File: src/rtl/mon_pkg.sv
// Shared monitor-bus definitions: frame geometry, line levels and receiver states.
// Used by both the receiver and the sender.
package mon_pkg;

   localparam int MON_DATA_WIDTH = 40;
   localparam int MON_IDLE_MIN   = 4;

   localparam logic MON_START_BIT = 1'b0;
   localparam logic MON_STOP_BIT  = 1'b1;

   typedef enum logic [1:0] {
      RESYNC,
      IDLE,
      DATA,
      STOP
   } mon_rx_state_t;

endpackage

File: src/rtl/mon_line_idle_detect.sv
// Purpose: registers the serial line and counts consecutive idle-high samples.
// Latency: line_q lags to_mon by one cycle; armed is combinational from registers.
// Backpressure: none, free-running sampler.
module mon_line_idle_detect
   import mon_pkg::*;
#(
   parameter int IDLE_MIN = MON_IDLE_MIN
) (
   input  logic mon_clk,
   input  logic reset,
   input  logic to_mon,
   output logic line_q,
   output logic armed
);

   logic [3:0] idle_cnt;

   always_ff @(posedge mon_clk) begin
      if (reset) begin
         line_q   <= 1'b1;
         idle_cnt <= '0;
      end else begin
         line_q <= to_mon;
         if (line_q != MON_STOP_BIT)
            idle_cnt <= '0;
         else if (idle_cnt != 4'hF)
            idle_cnt <= idle_cnt + 4'd1;
      end
   end

   // Counts the high sample currently in line_q, so the FSM reaches IDLE
   // in time to catch a start bit right after the last required high.
   assign armed = (line_q == MON_STOP_BIT) && (idle_cnt >= 4'(IDLE_MIN - 1));

endmodule

File: src/rtl/mon_frame_receiver.sv
// Purpose: deserialises 40-bit monitor-bus frames; MON_RX_ERR_CNT_EN adds err_count.
// Latency: data_recv/in_data appear two cycles after the stop bit is sampled on to_mon.
// Backpressure: none, consumers must accept each data_recv pulse.
module mon_frame_receiver
   import mon_pkg::*;
#(
   parameter int DATA_WIDTH = MON_DATA_WIDTH,
   parameter int IDLE_MIN   = MON_IDLE_MIN
) (
   input  logic                  mon_clk,
   input  logic                  reset,
   input  logic                  to_mon,
   output logic [DATA_WIDTH-1:0] in_data,
   output logic                  data_recv,
   output logic                  frame_err,
   output logic                  busy
`ifdef MON_RX_ERR_CNT_EN
   ,
   output logic [7:0]            err_count
`endif
);

   localparam int CNT_W = $clog2(DATA_WIDTH + 1);

   mon_rx_state_t         state, state_nxt;
   logic                  line_q, armed;
   logic [DATA_WIDTH-1:0] shift;
   logic [CNT_W-1:0]      bit_cnt;
   logic                  good_nxt, bad_nxt;
   logic                  good_q, bad_q;

   mon_line_idle_detect #(.IDLE_MIN(IDLE_MIN)) u_idle (
      .mon_clk (mon_clk),
      .reset   (reset),
      .to_mon  (to_mon),
      .line_q  (line_q),
      .armed   (armed)
   );

   always_ff @(posedge mon_clk) begin
      if (reset)
         state <= RESYNC;
      else
         state <= state_nxt;
   end

   always_comb begin
      state_nxt = state;
      good_nxt  = 1'b0;
      bad_nxt   = 1'b0;
      case (state)
         RESYNC: if (armed) state_nxt = IDLE;
         IDLE:   if (line_q == MON_START_BIT) state_nxt = DATA;
         DATA:   if (bit_cnt == CNT_W'(DATA_WIDTH - 1)) state_nxt = STOP;
         STOP: begin
            if (line_q == MON_STOP_BIT) begin
               good_nxt  = 1'b1;
               state_nxt = IDLE;
            end else begin
               bad_nxt   = 1'b1;
               state_nxt = RESYNC;
            end
         end
         default: state_nxt = RESYNC;
      endcase
   end

   // The stop verdict is held one cycle before publishing; shift is still
   // intact then because a back-to-back frame only starts shifting a cycle later.
   always_ff @(posedge mon_clk) begin
      if (reset) begin
         shift     <= '0;
         bit_cnt   <= '0;
         good_q    <= 1'b0;
         bad_q     <= 1'b0;
         in_data   <= '0;
         data_recv <= 1'b0;
         frame_err <= 1'b0;
         busy      <= 1'b0;
      end else begin
         good_q    <= good_nxt;
         bad_q     <= bad_nxt;
         data_recv <= good_q;
         frame_err <= bad_q;
         if (good_q)
            in_data <= shift;
         busy <= (state_nxt == DATA) || (state_nxt == STOP) || (state == STOP);
         if (state == IDLE) begin
            bit_cnt <= '0;
         end else if (state == DATA) begin
            shift   <= {shift[DATA_WIDTH-2:0], line_q};
            bit_cnt <= bit_cnt + 1'b1;
         end
      end
   end

`ifdef MON_RX_ERR_CNT_EN
   always_ff @(posedge mon_clk) begin
      if (reset)
         err_count <= '0;
      else if (bad_q && (err_count != 8'hFF))
         err_count <= err_count + 8'd1;
   end
`endif

endmodule

File: config.mk
export PLATFORM = sky130hd
export DESIGN_NAME = mon_frame_receiver
export DESIGN_NICKNAME = d
export VERILOG_FILES = /design/src/rtl/mon_pkg.sv /design/src/rtl/mon_line_idle_detect.sv /design/src/rtl/mon_frame_receiver.sv
export SDC_FILE = /design/constraint.sdc
export NUM_CORES = 1
export LEC_CHECK = 0
export ABC_AREA = 1
export BUFFER_PORTS_ARGS = -buffer_cell sky130_fd_sc_hd__clkbuf_2
export CAP_MARGIN = 20
export CORE_UTILIZATION = 40
export DETAILED_ROUTE_END_ITERATION = 8
export PLACE_DENSITY_LB_ADDON = 0.05
export SLEW_MARGIN = 20
export SYNTH_ARGS = -nofsm -noshare
export SYNTH_HDL_FRONTEND = slang
export SYNTH_SLANG_ARGS = --single-unit
File: constraint.sdc
create_clock -name mon_clk -period 3.3 [get_ports mon_clk]
set_input_delay 0.99 -clock mon_clk [delete_from_list [all_inputs] [get_ports mon_clk]]
set_output_delay 0.99 -clock mon_clk [all_outputs]
set_load 0.01 [all_outputs]
==> results.md, run 1 <==
* Period Utilization, post-route at 56.0%
* Critical Path Source Type: input port
* Die area at 9080 um^2
* Reg clk slew, reported paths at 0.09 ns
* I/O Buffers at 45
* Die height at 95.3 um
* Post-Syn Nets at 449
* Clock buffer count from CTS at 9
* GRT Total Usage at 16.7%
* Min-delay worst type: reg -> reg
* Fmax at 0.541 GHz
* Fin. max-slew vios at 0
* CTS tree: done
* Number of distinct library cells after synthesis at 20
* Critical path arrival at 2.14 ns
* Initial Utilization at 41.7%
* Number of gates resized after cts at 0
* Syn Inst Count at 444
* Slew @ Worst Pin at 0.696 ns
* Initial antenna violation count at 0
* Row cnt at 33
* I/O pin cnt at 46
* Yosys top cell by area: dfxtp_1
* Final Hold Viols at 0
* Final Skew at 0.0142 ns
* Via count at 2852
* Die X at 95.3 um
* Critical Path RT at 3.59 ns
* Area delta synth->final at 12.7%
* Leak pwr at 1.78 nW
* Routed wire length at 6890 um
* RD Place Congestion at 0.725
* Layout net count at 485
* Layout cell share with drive strength beyond 1 at 15.5%
* Slowest CP cell: inv_2
* Setup TNS at 0 ns
* GRT Residual Overflow at 0
* Syn Area/Cell at 7.84 um^2
* Wire per inst at 11.7 um
* Diodes inserted at 0
* Hold_buf cts at 0
* Cell breakdown of the critical path: clkbuf_2 > inv_2 > buf_4 > o21ai_0 > nor2_1
* CP Max Fanout at 38
* Post-synth top flop: dfxtp_1
* Final Total Pwr at 2.05 mW
* Drt drc at 0
* Maxcap violations at 0
* Initial drt markers at 96
* Largest net degree at the start of global routing at 41
* Worst slew margin at 53.5%
* Sequential area share after synthesis at 56.3%
* Number of flops mapped to enable cells by yosys at 0
* Fin crit period at 1.85 ns
* Commonest cells in the netlist: nor2_1 (180), dfxtp_1 (98), o21ai_0 (85), nand2_1 (21), inv_1 (11)
* Outcome: complete, no violations
* Cell area after synthesis at 3480 um^2
* Post-CTS Setup Bufs at 0
* Post-synth ARST share at 0%
* Seq cells post-synth at 98
* Post-synth top area share at 56.3%
* Most common cell in the synthesized netlist: nor2_1
* First-pass GRT wire length at 11900 um
* Setup violations, final at 0
* Clock tree sinks at 98
* Drt pass-1 iters at 4
* WS Path Type: in -> reg
* Root buf cell: clkbuf_8
* RSZ-0062 raised after global routing: no
* Number of global-route vias before repair at 2749
* Maximum clock path buffer count at 2
* Antenna-violating nets left at 0
* Core ar. at 8340 um^2
* Worst setup EP type: flip-flop
* Via-to-Cell Ratio at 4.83
* Yosys Warn Count at 0
* Clk_lat worst skew at 0.36 ns
* Most area-consuming cells after synthesis: dfxtp_1 (56%), nor2_1 (19%), o21ai_0 (12%)
* VDD IR max at 0.181 mV
* Largest stage delay on the critical path at 0.41 ns
* P per Cell Area at 523 nW/um^2
* DP Wirelength at 4240 um
* H-tree Lvls at 3
state kept, by name (all words and copies together) (netlist names), 2 cells and up:
signal	cells
in_data	40
state	2
bit_cnt	6
shift	40
u_idle.idle_cnt	4
worst max-delay path, delay by kind of cell:
kind,cells,cell delay (ns)
AO/OA/AOI/OAI,1,0.14
buffers and inverters,3,0.88
AND/OR/NAND/NOR,1,0.11
routing by layer:
metal  track usage (%)  wire (um)  vias up
li1                  -          -     1484
met4              6.82        116        0
met3              3.59        190       11
met2              29.2       3190       40
met1              19.8       3390     1317
met5                 0          0        -
power by group:
part | switching, mW | total (mW) | leakage, nW | internal (mW)
Combinational | 0.0600 | 0.0926 | 0.902 | 0.0326
Sequential | 0.0210 | 1.23 | 0.791 | 1.21
Clock | 0.425 | 0.727 | 0.0866 | 0.302
cell families (layout without fill, tap and decap cells):
kind of cell / after synthesis / in the layout / share of synthesized area [%]
AOI/OAI and AO/OA: 94 / 94 / 13.5
and+or+nand+nor: 211 / 211 / 23.8
adders and majority gates: 2 / 2 / 0.719
buffers and inverters: 39 / 80 / 5.68
DFF: 98 / 98 / 56.3
final cells by class:
cell class / instances / area [um^2]
clock inverters: 6 / 51.3
well taps: 105 / 131
inverters: 13 / 48.8
repair buffers: 51 / 270
clock buffers: 10 / 138
fillers: 907 / 4420
multi-input cells: 307 / 1320
flip-flops and latches: 98 / 1960
path summary, 6_finish.rpt:
| check | startpoint | endpoint | slack [ns] | cells after the start |
|---|---|---|---|---|
| worst min register to register | bad_q | frame_err | 0.43 | 2 |
| worst max register to register | state[1] | shift[0] | 1.60 | 5 |
| worst min-delay path | bad_q | frame_err | 0.43 | 2 |
| worst max-delay path | reset | shift[10] | 1.45 | 5 |
cells in the final DEF (no fill, tap or decap):
cell        netlist  routed
o21ai_0          85      85
nand2_1          21      21
buf_4             2       6
nor2_4            2       2
a21oi_1           9       9
nor2_2            1       1
inv_2             2       3
nor4_1            1       1
dfxtp_1          98      98
inv_8             0       1
nand3_1           4       4
ha_1              2       2
nor2_1          180     180
clkinv_4          0       2
clkbuf_2          1      45
or2_2             1       1
inv_1            11      10
nand2_4           1       1
clkbuf_8          0      10
clkinvlp_4        0       3
metrics by stage:
stage               setup slack (ns)  cell area [um^2]  cells  util [%]  hold WS [ns]
floorplan                       1.58              3480    444         -         0.388
global placement                1.12              3730    574      44.8         0.426
detailed placement              1.06              3730    574      44.8         0.411
CTS                             1.43              3920    590      47.0         0.435
global route                    1.30              3920    590      47.0         0.460
finish                          1.45              3920    590      47.0         0.427
No activity file was read; power rests on OpenSTA's default activity.
==> run 2, diff against run 1 <==
- ABC_AREA: 1 -> 0
- clock period: 3.3 -> 1.48 ns (I/O delays scaled with it)
==> run 2 against run 1 <==
- utilization increased by 1.9 points
- final area increased by 3.6%
- clock power rose to 2.6 times the previous value
- critical path depth fell by 4
- cell count is 9.8% lower
- worst hold slack got worse by 0.14 ns
- clock-buffer cell count unchanged
==> results.md, run 2 <==
* Reg2reg path depth at 4
* Maximum clock path buffer count at 2
* Clk_lat worst skew at 0.36 ns
* Largest net degree at the start of global routing at 39
* Die area at 9040 um^2
* Die X at 95.1 um
* I/O pin cnt at 46
* Initial Utilization at 41.8%
* Cell area after synthesis at 3470 um^2
* Crit. Startpoint: in_data[39]
* RD Place Congestion at 0.719
* Yosys top cell by area: dfxtp_1
* Worst slew margin at 74.4%
* Largest stage delay on the critical path at 0.38 ns
* Fillers at 830
* Final instance area at 4060 um^2
* Post-placement cell area at 3840 um^2
* Outcome: complete, no violations
* Min-delay worst type: in -> reg
* Wire per inst at 11.7 um
* Period Utilization, post-route at 89.3%
* Leak pwr at 1.48 nW
* Slew @ Worst Pin at 0.384 ns
* DP Wirelength at 4070 um
* Drt pass-1 iters at 4
* Post-synth ARST share at 0%
* Cell breakdown of the critical path: clkbuf_2
* Post-synth top area share at 56.6%
* CTS tree: done
* Row cnt at 33
* Post-Syn Nets at 384
* Reg-to-reg startpoint: u_idle.idle_cnt[0]
* Final Skew at 0.0114 ns
* Antenna-violating nets left at 0
* Yosys Warn Count at 0
* Setup TNS at 0 ns
* Crit-path leading delay family: flip-flops
* Maxcap violations at 0
* Drt drc at 0
* Root buf cell: clkbuf_8
* Core ar. at 8300 um^2
* GRT Residual Overflow at 0
* Top flop regs: in_data x40, shift x40, bit_cnt x6
* Layout cell share with drive strength beyond 1 at 18.5%
* Commonest cells in the netlist: dfxtp_1 (98), nand2_1 (85), nor2_1 (47), a21oi_1 (46), mux2i_1 (41)
* Fmax at 0.756 GHz
* Seq cells post-synth at 98
* Critical path arrival at 0.88 ns
* Sequential area share after synthesis at 56.6%
* Fin crit period at 1.32 ns
* Critical Path Source Type: flip-flop
* First-pass GRT wire length at 10400 um
* Routed wire length at 6220 um
* Fin. max-slew vios at 0
* R2R setup slack at 0.22 ns
* Layout net count at 428
* Reg clk slew, reported paths at 0.09 ns
* Via-to-Cell Ratio at 4.79
* Most common cell after layout, fill and taps aside: dfxtp_1
* Number of distinct library cells after synthesis at 31
* Most common cell in the synthesized netlist: dfxtp_1
* Initial drt markers at 54
* Most frequent cells in the layout: dfxtp_1 (97), nand2_1 (85), nor2_1 (47)
* GRT Total Usage at 14.7%
* P per Cell Area at 1140 nW/um^2
* WS Path Type: reg -> out
* Worst setup EP type: primary output
* Area delta synth->final at 17.2%
* Initial antenna violation count at 0
* Final Hold Viols at 0
* Die height at 95.1 um
* Hold_buf cts at 0
* Post-synth top flop: dfxtp_1
* Number of flops mapped to enable cells by yosys at 0
* VDD IR max at 0.523 mV
* Diodes inserted at 0
* I/O Buffers at 45
* CP endpoint: in_data[39]
* Post-CTS Setup Bufs at 0
* Slowest CP cell: dfxtp_1
* Number of global-route vias before repair at 2192
* Worst reg2reg endpoint: state[0]
* Syn Inst Count at 379
* Most area-consuming cells after synthesis: dfxtp_1 (57%), mux2i_1 (12%), nand2_1 (9.2%)
* Clock buffer count from CTS at 9
* Critical path buffer and inverter count at 1
* CP Max Fanout at 2
* Number of gates resized after cts at 0
* Setup violations, final at 0
* Via count at 2546
* Fin Hold WS at 0.290 ns
* Critical path depth at 1
* RSZ-0062 raised after global routing: no
* H-tree Lvls at 3
* Clock tree sinks at 98
* Critical Path RT at 1.04 ns
* Syn Area/Cell at 9.15 um^2
-- run 2: cell count changes after synthesis, moves of 3 or more --
| cell | previous run | this run |
|---|---|---|
| buf_2 | 10 | 16 |
| a21oi_1 | 9 | 46 |
| nor2b_1 | 0 | 3 |
| nor3_1 | 0 | 3 |
| mux2i_1 | 0 | 41 |
| nand2_1 | 21 | 85 |
| nor2_1 | 180 | 47 |
| inv_1 | 11 | 4 |
| o21ai_0 | 85 | 3 |
| buf_6 | 4 | 0 |
-- run 2: cells by family (layout without fill, tap and decap cells) --
group / count (synthesis) / count (layout) / share of synthesized area (%)
buffers and inverters: 29 / 77 / 3.83
and+or+nand+nor: 153 / 153 / 18.3
DFF: 98 / 98 / 56.6
adders and majority gates: 2 / 2 / 0.722
AOI/OAI and AO/OA: 53 / 53 / 8.01
muxes: 41 / 41 / 11.8
xor gates and xnor gates: 3 / 3 / 0.758
-- run 2: stage by stage --
stage | std cells | util [%] | total power, mW | worst slack, ns
floorplan | 379 | - | 2.78 | 0.215
global placement | 517 | 46.3 | 2.81 | 0.254
detailed placement | 517 | 46.3 | 2.81 | 0.237
CTS | 532 | 49.0 | 4.72 | 0.144
global route | 532 | 49.0 | 4.86 | 0.125
finish | 532 | 49.0 | 4.65 | 0.158
-- run 2: report_power, final --
part	switching (mW)	total [mW]	internal (mW)
logic	0.0647	0.0936	0.0289
clock network	0.898	1.90	1.00
registers	0.00893	2.65	2.64
-- run 2: worst min path at each step --
stage / start / to / slack, ns / cells past startpoint
floorplan: bad_q / frame_err / 0.41 / 1
global placement: bad_q / frame_err / 0.44 / 1
detailed placement: bad_q / frame_err / 0.44 / 1
CTS: to_mon / u_idle.line_q / 0.28 / 2
global route: to_mon / u_idle.line_q / 0.28 / 2
finish: to_mon / u_idle.line_q / 0.29 / 2
-- run 2: final cells by class --
cell class,count,area [um^2],share of cell area (%)
multi-input cells,252,1380,34.0
repair buffers,58,348,8.56
clock buffers,10,138,3.39
clock inverters,5,86.3,2.12
well taps,105,131,3.23
flip-flops and latches,98,1960,48.3
inverters,4,15.0,0.369
-- run 2: layer usage --
metal	global-route usage (%)	wire length, um
met1	20.6	3240
met2	21.1	2640
met3	3.27	208
met4	7.58	133
met5	0	0
==> run 3, diff against run 2 <==
- BUFFER_PORTS_ARGS: -buffer_cell sky130_fd_sc_hd__clkbuf_2 -> not set
- DONT_BUFFER_PORTS: not set -> 1
- clock period: 1.48 -> 1.15 ns (I/O delays scaled with it)
==> run 3 against run 2 <==
- critical endpoint is now state[0]
- largest power group unchanged
- combinational power down 7.7%
- largest cell class unchanged
- final area down 3.3%
- the run now ends with setup timing left
- via count down 5.3%
==> results.md, run 3 (synthesis gave the netlist of run 2 again) <==
* Outcome: finished with violations
* Row cnt at 33
* Via-to-Cell Ratio at 4.89
* Largest stage delay on the critical path at 0.47 ns
* Antenna-violating nets left at 0
* Leak pwr at 1.29 nW
* Routed wire length at 6500 um
* Via count at 2412
* Finished Layout Cells at 493
* Fin Hold WS at 0.0532 ns
* Worst setup margin at -0.0363 ns
* CTS tree: done
* Drt pass-1 iters at 4
* Clock buffer count from CTS at 9
* Setup violations, final at 1
* Critical Path RT at 1.40 ns
* Reg2reg path depth at 4
* Slowest CP cell: or4_4
* Largest net degree at the start of global routing at 88
* First-pass GRT wire length at 10300 um
* Min-delay worst type: in -> reg
* Worst slew margin at 80.7%
* Slew @ Worst Pin at 0.288 ns
* Cell breakdown of the critical path: ha_4 > or4_4 > nand3_2 > a21oi_2
* Clock tree sinks at 98
* Reg clk slew, reported paths at 0.08 ns
* Root buf cell: clkbuf_8
* DP Wirelength at 4050 um
* H-tree Lvls at 3
* Die X at 95.1 um
* I/O Buffers at 0
* Clk_lat worst skew at 0.35 ns
* P per Cell Area at 1430 nW/um^2
* CP Max Fanout at 2
* I/O pin cnt at 46
* Worst reg2reg endpoint: state[0]
* Diodes inserted at 0
* RSZ-0062 raised after global routing: yes
* Failing checks: setup timing
* Number of global-route vias before repair at 2138
* Period Utilization, post-route at 103%
* WS Path Type: reg -> reg
* Layout net count at 391
* Die height at 95.1 um
* VDD IR max at 0.600 mV
* GRT Residual Overflow at 0
* Layout cell share with drive strength beyond 1 at 16.0%
* Top flop regs: in_data x40, shift x40, bit_cnt x6
* Reg-to-reg startpoint: u_idle.idle_cnt[0]
* Placed cells at 479
* Wire per inst at 13.2 um
* Critical Path Source Type: flip-flop
* Most common cell after layout, fill and taps aside: dfxtp_1
* Final Skew at 0.00605 ns
* Core ar. at 8300 um^2
* Die area at 9040 um^2
* Area delta synth->final at 13.4%
* Final Total Pwr at 5.63 mW
* WHS Endpoint: data_recv
* Fmax at 0.843 GHz
* Initial antenna violation count at 0
* WHS Path Cells at 1
* Critical path arrival at 1.44 ns
* Setup TNS at -0.0363 ns
* Initial drt markers at 75
* Final Hold Viols at 0
* GRT Total Usage at 14.9%
* Fin. max-slew vios at 0
* Most frequent cells in the layout: dfxtp_1 (85), nand2_1 (84), nor2_1 (47)
* Initial Utilization at 41.8%
* Drt drc at 0
* Maximum clock path buffer count at 2
* Hold Path Origin: reset
* Fin crit period at 1.19 ns
* RD Place Congestion at 0.666
* R2R setup slack at -0.04 ns
* Worst setup EP type: flip-flop
* Final Util at 47.4%
* Maxcap violations at 0
==> run 3: power breakdown <==
| group | leakage, nW | internal, mW | switching (mW) |
|---|---|---|---|
| Sequential | 0.796 | 3.40 | 0.0107 |
| Clock | 0.0901 | 1.03 | 1.10 |
| Combinational | 0.407 | 0.0428 | 0.0436 |
==> run 3: per-layer routing <==
| layer | share of wire (%) | global-route usage (%) |
|---|---|---|
| met4 | 1.1 | 6.44 |
| met2 | 45 | 22.6 |
| met1 | 50 | 19.3 |
| met5 | 0 | 0 |
| met3 | 3.7 | 4.55 |
==> run 3: area by class of cell <==
type                       count  area, um^2
clock buffer                  10         138
clock inverter                 3        42.5
fill                         802        4370
inverter                       4        15.0
multi-input combinational    252        1440
sequential                    98        1980
tap                          105         131
timing repair buffer          21         185
==> run 3: worst max-delay path by stage <==
| stage | start | end | cells past startpoint |
|---|---|---|---|
| CTS | state[0] | state[0] | 4 |
| detailed placement | state[0] | bit_cnt[5] | 3 |
| global route | u_idle.idle_cnt[0] | state[0] | 4 |
| floorplan | u_idle.idle_cnt[1] | state[0] | 4 |
| global placement | state[0] | bit_cnt[5] | 3 |
| finish | u_idle.idle_cnt[0] | state[0] | 4 |
==> run 3: timing repair <==
action                                 in CTS  in global routing
setup endpoints to repair                   4                 33
buffers inserted                            0                  1
endpoints found under the hold margin       0                  0
hold buffers                                0                  0
pin swaps                                   4                  3
resized for setup                           6                 22
==> run 3: critical path: cells and delay by family, from the launching register on <==
kind                       cells  cell delay (ns)
AOI/OAI and AO/OA              1             0.04
adders and majority gates      1             0.16
DFF                            1             0.34
and+or+nand+nor                2             0.55
==> run 3: through the flow <==
step | setup slack (ns) | area (um^2)
finish | -0.0363 | 3930
global route | -0.0747 | 3930
CTS | -0.00879 | 3850
detailed placement | -0.0347 | 3660
global placement | -0.00972 | 3660
floorplan | -0.0155 | 3470
